## src/rtl/dmac_fifo_pkg.sv

```systemverilog
// Shared definitions for the DMAC 8-entry FIFO control path: sizes and the
// 3-bit operation state encoding used by the control stage and the calculator.
package dmac_fifo_pkg;

   localparam int DEPTH = 8;
   localparam int AW    = 3;
   localparam int CW    = 4;

   localparam logic [CW-1:0] DEPTH_CNT = CW'(DEPTH);

   typedef enum logic [2:0] {
      IDLE     = 3'b000,
      WRITE    = 3'b001,
      READ     = 3'b010,
      WR_ERROR = 3'b011,
      RD_ERROR = 3'b100
   } state_e;

endpackage

```

## src/rtl/dmac_fifo_ns.sv

```systemverilog
// Combinational next-state decoder: picks the operation for the coming edge
// from the requests and the projected occupancy of the operation in flight.
module dmac_fifo_ns
   import dmac_fifo_pkg::*;
(
   input  logic          wr_en,
   input  logic          rd_en,
   input  state_e        state,
   input  logic [CW-1:0] next_data_count,
   output state_e        ns
);

   always_comb begin
      ns = IDLE;
      case (state)
         IDLE, WRITE, READ, WR_ERROR, RD_ERROR: begin
            // Simultaneous or absent requests fall through to IDLE.
            if (wr_en && !rd_en) begin
               ns = (next_data_count < DEPTH_CNT) ? WRITE : WR_ERROR;
            end else if (rd_en && !wr_en) begin
               ns = (next_data_count != '0) ? READ : RD_ERROR;
            end
         end
         default: ns = IDLE;
      endcase
   end

endmodule

```

## src/rtl/dmac_fifo_fsm.sv

```systemverilog
// DMAC FIFO control stage: registers state, pointers and count, decodes status
// flags. Define DMAC_FIFO_ERR_CNT_EN to add a saturating error counter output.
module dmac_fifo_fsm
   import dmac_fifo_pkg::*;
(
   input  logic          clk,
   input  logic          reset_n,
   input  logic          wr_en,
   input  logic          rd_en,
   input  logic [AW-1:0] next_head,
   input  logic [AW-1:0] next_tail,
   input  logic [CW-1:0] next_data_count,
   output logic [2:0]    state,
   output logic [AW-1:0] head,
   output logic [AW-1:0] tail,
   output logic [CW-1:0] data_count,
   output logic          full,
   output logic          empty,
   output logic          wr_ack,
   output logic          wr_err,
   output logic          rd_ack,
   output logic          rd_err
`ifdef DMAC_FIFO_ERR_CNT_EN
   ,
   output logic [7:0]    err_count
`endif
);

   state_e        state_q, state_d, ns;
   logic [AW-1:0] head_q, head_d;
   logic [AW-1:0] tail_q, tail_d;
   logic [CW-1:0] data_count_q, data_count_d;

   dmac_fifo_ns u_ns (
      .wr_en           (wr_en),
      .rd_en           (rd_en),
      .state           (state_q),
      .next_data_count (next_data_count),
      .ns              (ns)
   );

   // The calculator already holds values in non-moving states, so the
   // register update needs no enable.
   always_comb begin
      state_d      = ns;
      head_d       = next_head;
      tail_d       = next_tail;
      data_count_d = next_data_count;
   end

   always_ff @(posedge clk or negedge reset_n) begin
      if (!reset_n) begin
         state_q      <= IDLE;
         head_q       <= '0;
         tail_q       <= '0;
         data_count_q <= '0;
      end else begin
         state_q      <= state_d;
         head_q       <= head_d;
         tail_q       <= tail_d;
         data_count_q <= data_count_d;
      end
   end

`ifdef DMAC_FIFO_ERR_CNT_EN
   logic [7:0] err_count_q, err_count_d;

   always_comb begin
      err_count_d = err_count_q;
      if (((ns == WR_ERROR) || (ns == RD_ERROR)) && (err_count_q != 8'hFF)) begin
         err_count_d = err_count_q + 8'd1;
      end
   end

   always_ff @(posedge clk or negedge reset_n) begin
      if (!reset_n) begin
         err_count_q <= '0;
      end else begin
         err_count_q <= err_count_d;
      end
   end

   assign err_count = err_count_q;
`endif

   assign state      = state_q;
   assign head       = head_q;
   assign tail       = tail_q;
   assign data_count = data_count_q;
   assign full       = (data_count_q == DEPTH_CNT);
   assign empty      = (data_count_q == '0);
   assign wr_ack     = (state_q == WRITE);
   assign wr_err     = (state_q == WR_ERROR);
   assign rd_ack     = (state_q == READ);
   assign rd_err     = (state_q == RD_ERROR);

endmodule

```

## config.mk

```make
export PLATFORM = sky130hd
export DESIGN_NAME = dmac_fifo_fsm
export DESIGN_NICKNAME = d
export VERILOG_FILES = /design/src/rtl/dmac_fifo_pkg.sv /design/src/rtl/dmac_fifo_ns.sv /design/src/rtl/dmac_fifo_fsm.sv
export SDC_FILE = /design/constraint.sdc
export NUM_CORES = 1
export LEC_CHECK = 0
export ABC_AREA = 1
export ABC_CLOCK_PERIOD_IN_PS = 1200
export BUFFER_PORTS_ARGS = -buffer_cell sky130_fd_sc_hd__buf_2
export CAP_MARGIN = 15
export CORE_AREA = 2 2 39 41
export DETAILED_ROUTE_END_ITERATION = 10
export DIE_AREA = 0 0 41 43
export PLACE_DENSITY = 0.67
export SYNTH_ARGS = -nofsm -noshare
export SYNTH_HDL_FRONTEND = slang
export SYNTH_SLANG_ARGS = --single-unit
export TNS_END_PERCENT = 5
```

## constraint.sdc

```tcl
create_clock -name clk -period 1.2 [get_ports clk]
set_input_delay 0.36 -clock clk [delete_from_list [all_inputs] [get_ports clk]]
set_output_delay 0.36 -clock clk [all_outputs]
set_load 0.01 [all_outputs]
```

* Word level (Yosys, flattened, before mapping)
Index checks and enable logic that the tools add are counted.
** Word-level totals
- Flip-flop bits (word level) :: 13
- Word-level logic and storage cells :: 23
** Cells by class
- Magnitude comparators :: 1
- Equality and inequality tests :: 5
- Muxes and demuxes :: 5
- Reductions and logical operators :: 8
** Operator list (number)
- $mux 3 :: 4
- $eq 3x2->1 const B :: 2
- $reduce_or 5->1 :: 1
- $eq 4x4->1 const B :: 1
- $logic_not 4->1 :: 1
- $lt 4x4->1 const B :: 1
- $reduce_bool 4->1 :: 1
- $eq 3x1->1 const B :: 1
- $eq 3x3->1 const B :: 1
- $logic_not 3->1 :: 1
- $logic_and 1x1->1 :: 2
- $logic_not 1->1 :: 2
- $mux 2 :: 1

* Depth between registers and ports, before layout
- Depth after elaboration :: 5
- Depth in mapped cells :: 4

* Modules after synthesis
Synthesis repeated with hierarchy kept, for this count alone.
** Second synthesis, totals
- Cell total of the unflattened synthesis :: 42
- Area total of the unflattened synthesis :: 455.4 sq um
** Modules (own cells, without submodules)
- dmac_fifo_fsm :: times used 1, cells each 29, area an instance 392.9 sq um, sequential area each 325.3 sq um
- dmac_fifo_ns :: times used 1, cells each 13, area an instance 62.6 sq um, sequential area each 0.0 sq um

* Worst setup path after synthesis
Ideal clock, no wire load.
- Path kind :: reg-to-output
- Start point :: register data_count_q[1], in the netlist data_count[1]
- End point :: output port empty
- Arrival :: 871 ps
- Data required time :: 840 ps
- Path slack :: -31 ps
- Stages on the path, launching flop included :: 2
- Path through :: dfrtp_1 -> nor4_1
** Between the ends
- Longest elaborated chain between the ends :: 1
** Ends and longest elaborated chain
- from (decl) :: line dmac_fifo_fsm.sv:32 : logic [CW-1:0] data_count_q, data_count_d;
- from (signal assigned) :: line dmac_fifo_fsm.sv:61 : data_count_q <= data_count_d;
- $logic_not 4->1 :: line dmac_fifo_fsm.sv:91 : assign empty = (data_count_q == '0);
- to (decl) :: line dmac_fifo_fsm.sv:18 : output logic empty,
Every way passes these cells.

* Worst setup path in the final report
Same ends and word-level chain as after synthesis.

==> summary.txt <==
Status
  – Status: complete, but fails checks
  – Failing checks: negative setup slack

Cells and area
  – Fillers: 142
  – Layout cells sized above 1: 0.5479
  – Nets: 88
  – Fin util: 0.4738
  – Synthesis-to-layout area growth: 51.45%
  – Diodes inserted: 0
  – Final non-filler cell total: 89

Place
  – Dpl cells: 84
  – RePlAce Congestion: 0.6945
  – Final HPWL DP: 693.4 µm
  – Port bufs: 32

Setup path
  – Worst Path Required: 840 ps
  – CP Class: reg -> out
  – Crit Path Max Fanout: 3
  – Worst setup EP type: output pin
  – Reg2reg end: state[2]
  – R2r setup slk: 350 ps
  – Arrival @ worst endpoint: 1100 ps
  – Reg2reg start: state[1]
  – CP Launch Type: flip-flop
  – R2R depth: 3

Yosys
  – Sequential area share after synthesis: 0.7514
  – Net count after synthesis: 50
  – Synth unique cells: 11
  – Average size of a mapped cell: 12.03 µm²
  – Gate Count Post-Synth: 36
  – Post-Synthesis Cell Area: 432.9 µm²
  – Synth Register Bits: 13
  – Synth warnings: 0

Clocking
  – Clk_lat worst skew: 260 ps
  – Clk buf depth: 2
  – CTS tree: done
  – Clk pin slew, worst setup/hold paths: 70 ps
  – Clock root buffer: clkbuf_4
  – Cts bufs inserted: 3
  – H-Tree Depth: 1
  – Clock sink total: 13

Routing
  – # DRC: 0
  – Routed WL: 868 µm
  – Initial DRC Count: 5
  – Via density per instance: 4.326
  – Wire per inst: 9.753 µm
  – Vias: 385
  – DRT antenna net count: 0
  – Pre-Repair DR Iteration Count: 4

STA
  – Skew final: 0.3237 ps
  – Worst hold slack: 191.7 ps
  – Crit path time final: 1463 ps
  – Final hold viol count: 0
  – RSZ-0062 raised after global routing: yes
  – Max-slew violation count: 0
  – Max Fclk: 0.6835 GHz
  – Final Setup Violations: 6
  – Max-slew headroom: 0.8165
  – Fin Setup TNS: -1210 ps
  – Worst setup margin: -263.0 ps
  – Slew @ Worst Pin: 275.3 ps
  – Tcrit/Tclk final: 1.219

Global route
  – Maximum number of pins on one net before global-route repair: 14
  – Total gr overflow: 0
  – Total GRT Usage: 0.1131
  – First-pass GRT wire length: 1159 µm
  – Vias in the first global route: 271
  – Antenna violations before repair: 0

Job
  – Max-cap violation count: 0

Hold path
  – WHS Endpoint: tail[0]
  – HP Start: next_tail[0]
  – Hold Crit Depth: 1
  – Hold crit path type: in -> reg

Die
  – Die X: 41 µm
  – Die Area: 1763 µm²
  – Die Y-Extent: 43 µm
  – Core area: 1384 µm²
  – Initial core utilization: 0.3128
  – Row cnt: 14
  – I/O pin total: 33

Power and ir drop
  – Pleak: 0.3573 nW
  – VDD IR max: 0.7079 mV
  – Power density over cell area: 1262 nW/µm²
  – Total power: 0.8273 mW
-- layout make-up --
cell class                      count  area, µm²  area share
Sequential cell                    13      325.3      0.4962
Timing Repair Buffer               33      170.2      0.2595
Multi-Input combinational cell     18      95.09      0.1450
Clock buffer                        4      26.28     0.04008
Tap cell                           16      20.02     0.03053
Inverter                            5      18.77     0.02863
-- how the worst max path moves through the flow --
stage	from	end	slack, ps	cells after the start
3_5_place_dp	data_count[1]	empty	30	2
2_1_floorplan	data_count[1]	empty	-30	1
3_3_place_gp	data_count[1]	full	70	2
5_1_grt	data_count[1]	full	-360	2
4_1_cts	data_count[1]	empty	-270	2
6_report	data_count[1]	empty	-260	2
-- what timing repair did --
action                                  in CTS  in global routing
buffers inserted                             0                  0
endpoints found under the setup margin       8                 13
hold buffers                                 1                  0
hold endpoints to repair                    13                  0
gates resized for setup                      1                  1
-- per-layer routing --
layer | vias to the layer above | wire, µm | global-route usage
met5 | - | 0 | 0
met4 | 0 | 19 | 0.1200
met3 | 2 | 68 | 0.06283
met2 | 21 | 418 | 0.1344
met1 | 169 | 362 | 0.1285
li1 | 193 | - | -
-- cell usage in the layout (no fill, tap or decap), drive strengths merged --
cell / instances
dlygate4sd3: 1
inv: 5
buf: 32
clkbuf: 4
a21oi: 2
dfrtp: 13
nor4: 2
nor2: 5
nand3: 2
nand2: 3
nor3: 4
-- per-stage QoR --
stage | worst slack (ps) | area, µm²
2_1_floorplan | -30.50 | 432.9
3_3_place_gp | 66.79 | 613.1
3_5_place_dp | 29.51 | 613.1
4_1_cts | -275.0 | 649.4
5_1_grt | -357.3 | 655.6
6_report | -263.0 | 655.6
-- critical path, cell delays in order (launching register included) --
cell and delay, ps:
dfrtp_1 400, nor4_1 270, buf_2 170
-- flip-flops by register name (all words and copies together), names as in the netlist --
signal	cells
tail	3
head	3
data_count	4
state	3
-- power by group --
group | switching (mW) | internal, mW | total (mW)
Combinational | 0.0544 | 0.0451 | 0.0995
Sequential | 0.0132 | 0.459 | 0.473
Clock | 0.127 | 0.129 | 0.255
Total | 0.194 | 0.633 | 0.827
-- synth_stat cells --
library cell   n  area (µm²)
a21oi_1        1       5.000
a21oi_2        1       8.760
dfrtp_1       13       325.3
inv_1          4       15.01
inv_2          1       3.750
nand2_1        3       11.26
nand3_1        2       10.01
nor2_1         4       15.01
nor2_2         1       6.260
nor3_1         4       20.02
nor4_1         2       12.51
-- cells by family after synthesis --
family / count (synthesis) / share of synthesized area
compound gates: 2 / 0.03178
buf+inv: 5 / 0.04333
flops: 13 / 0.7514
simple gates: 16 / 0.1734
Note: power is estimated with default switching activity, not from simulation.
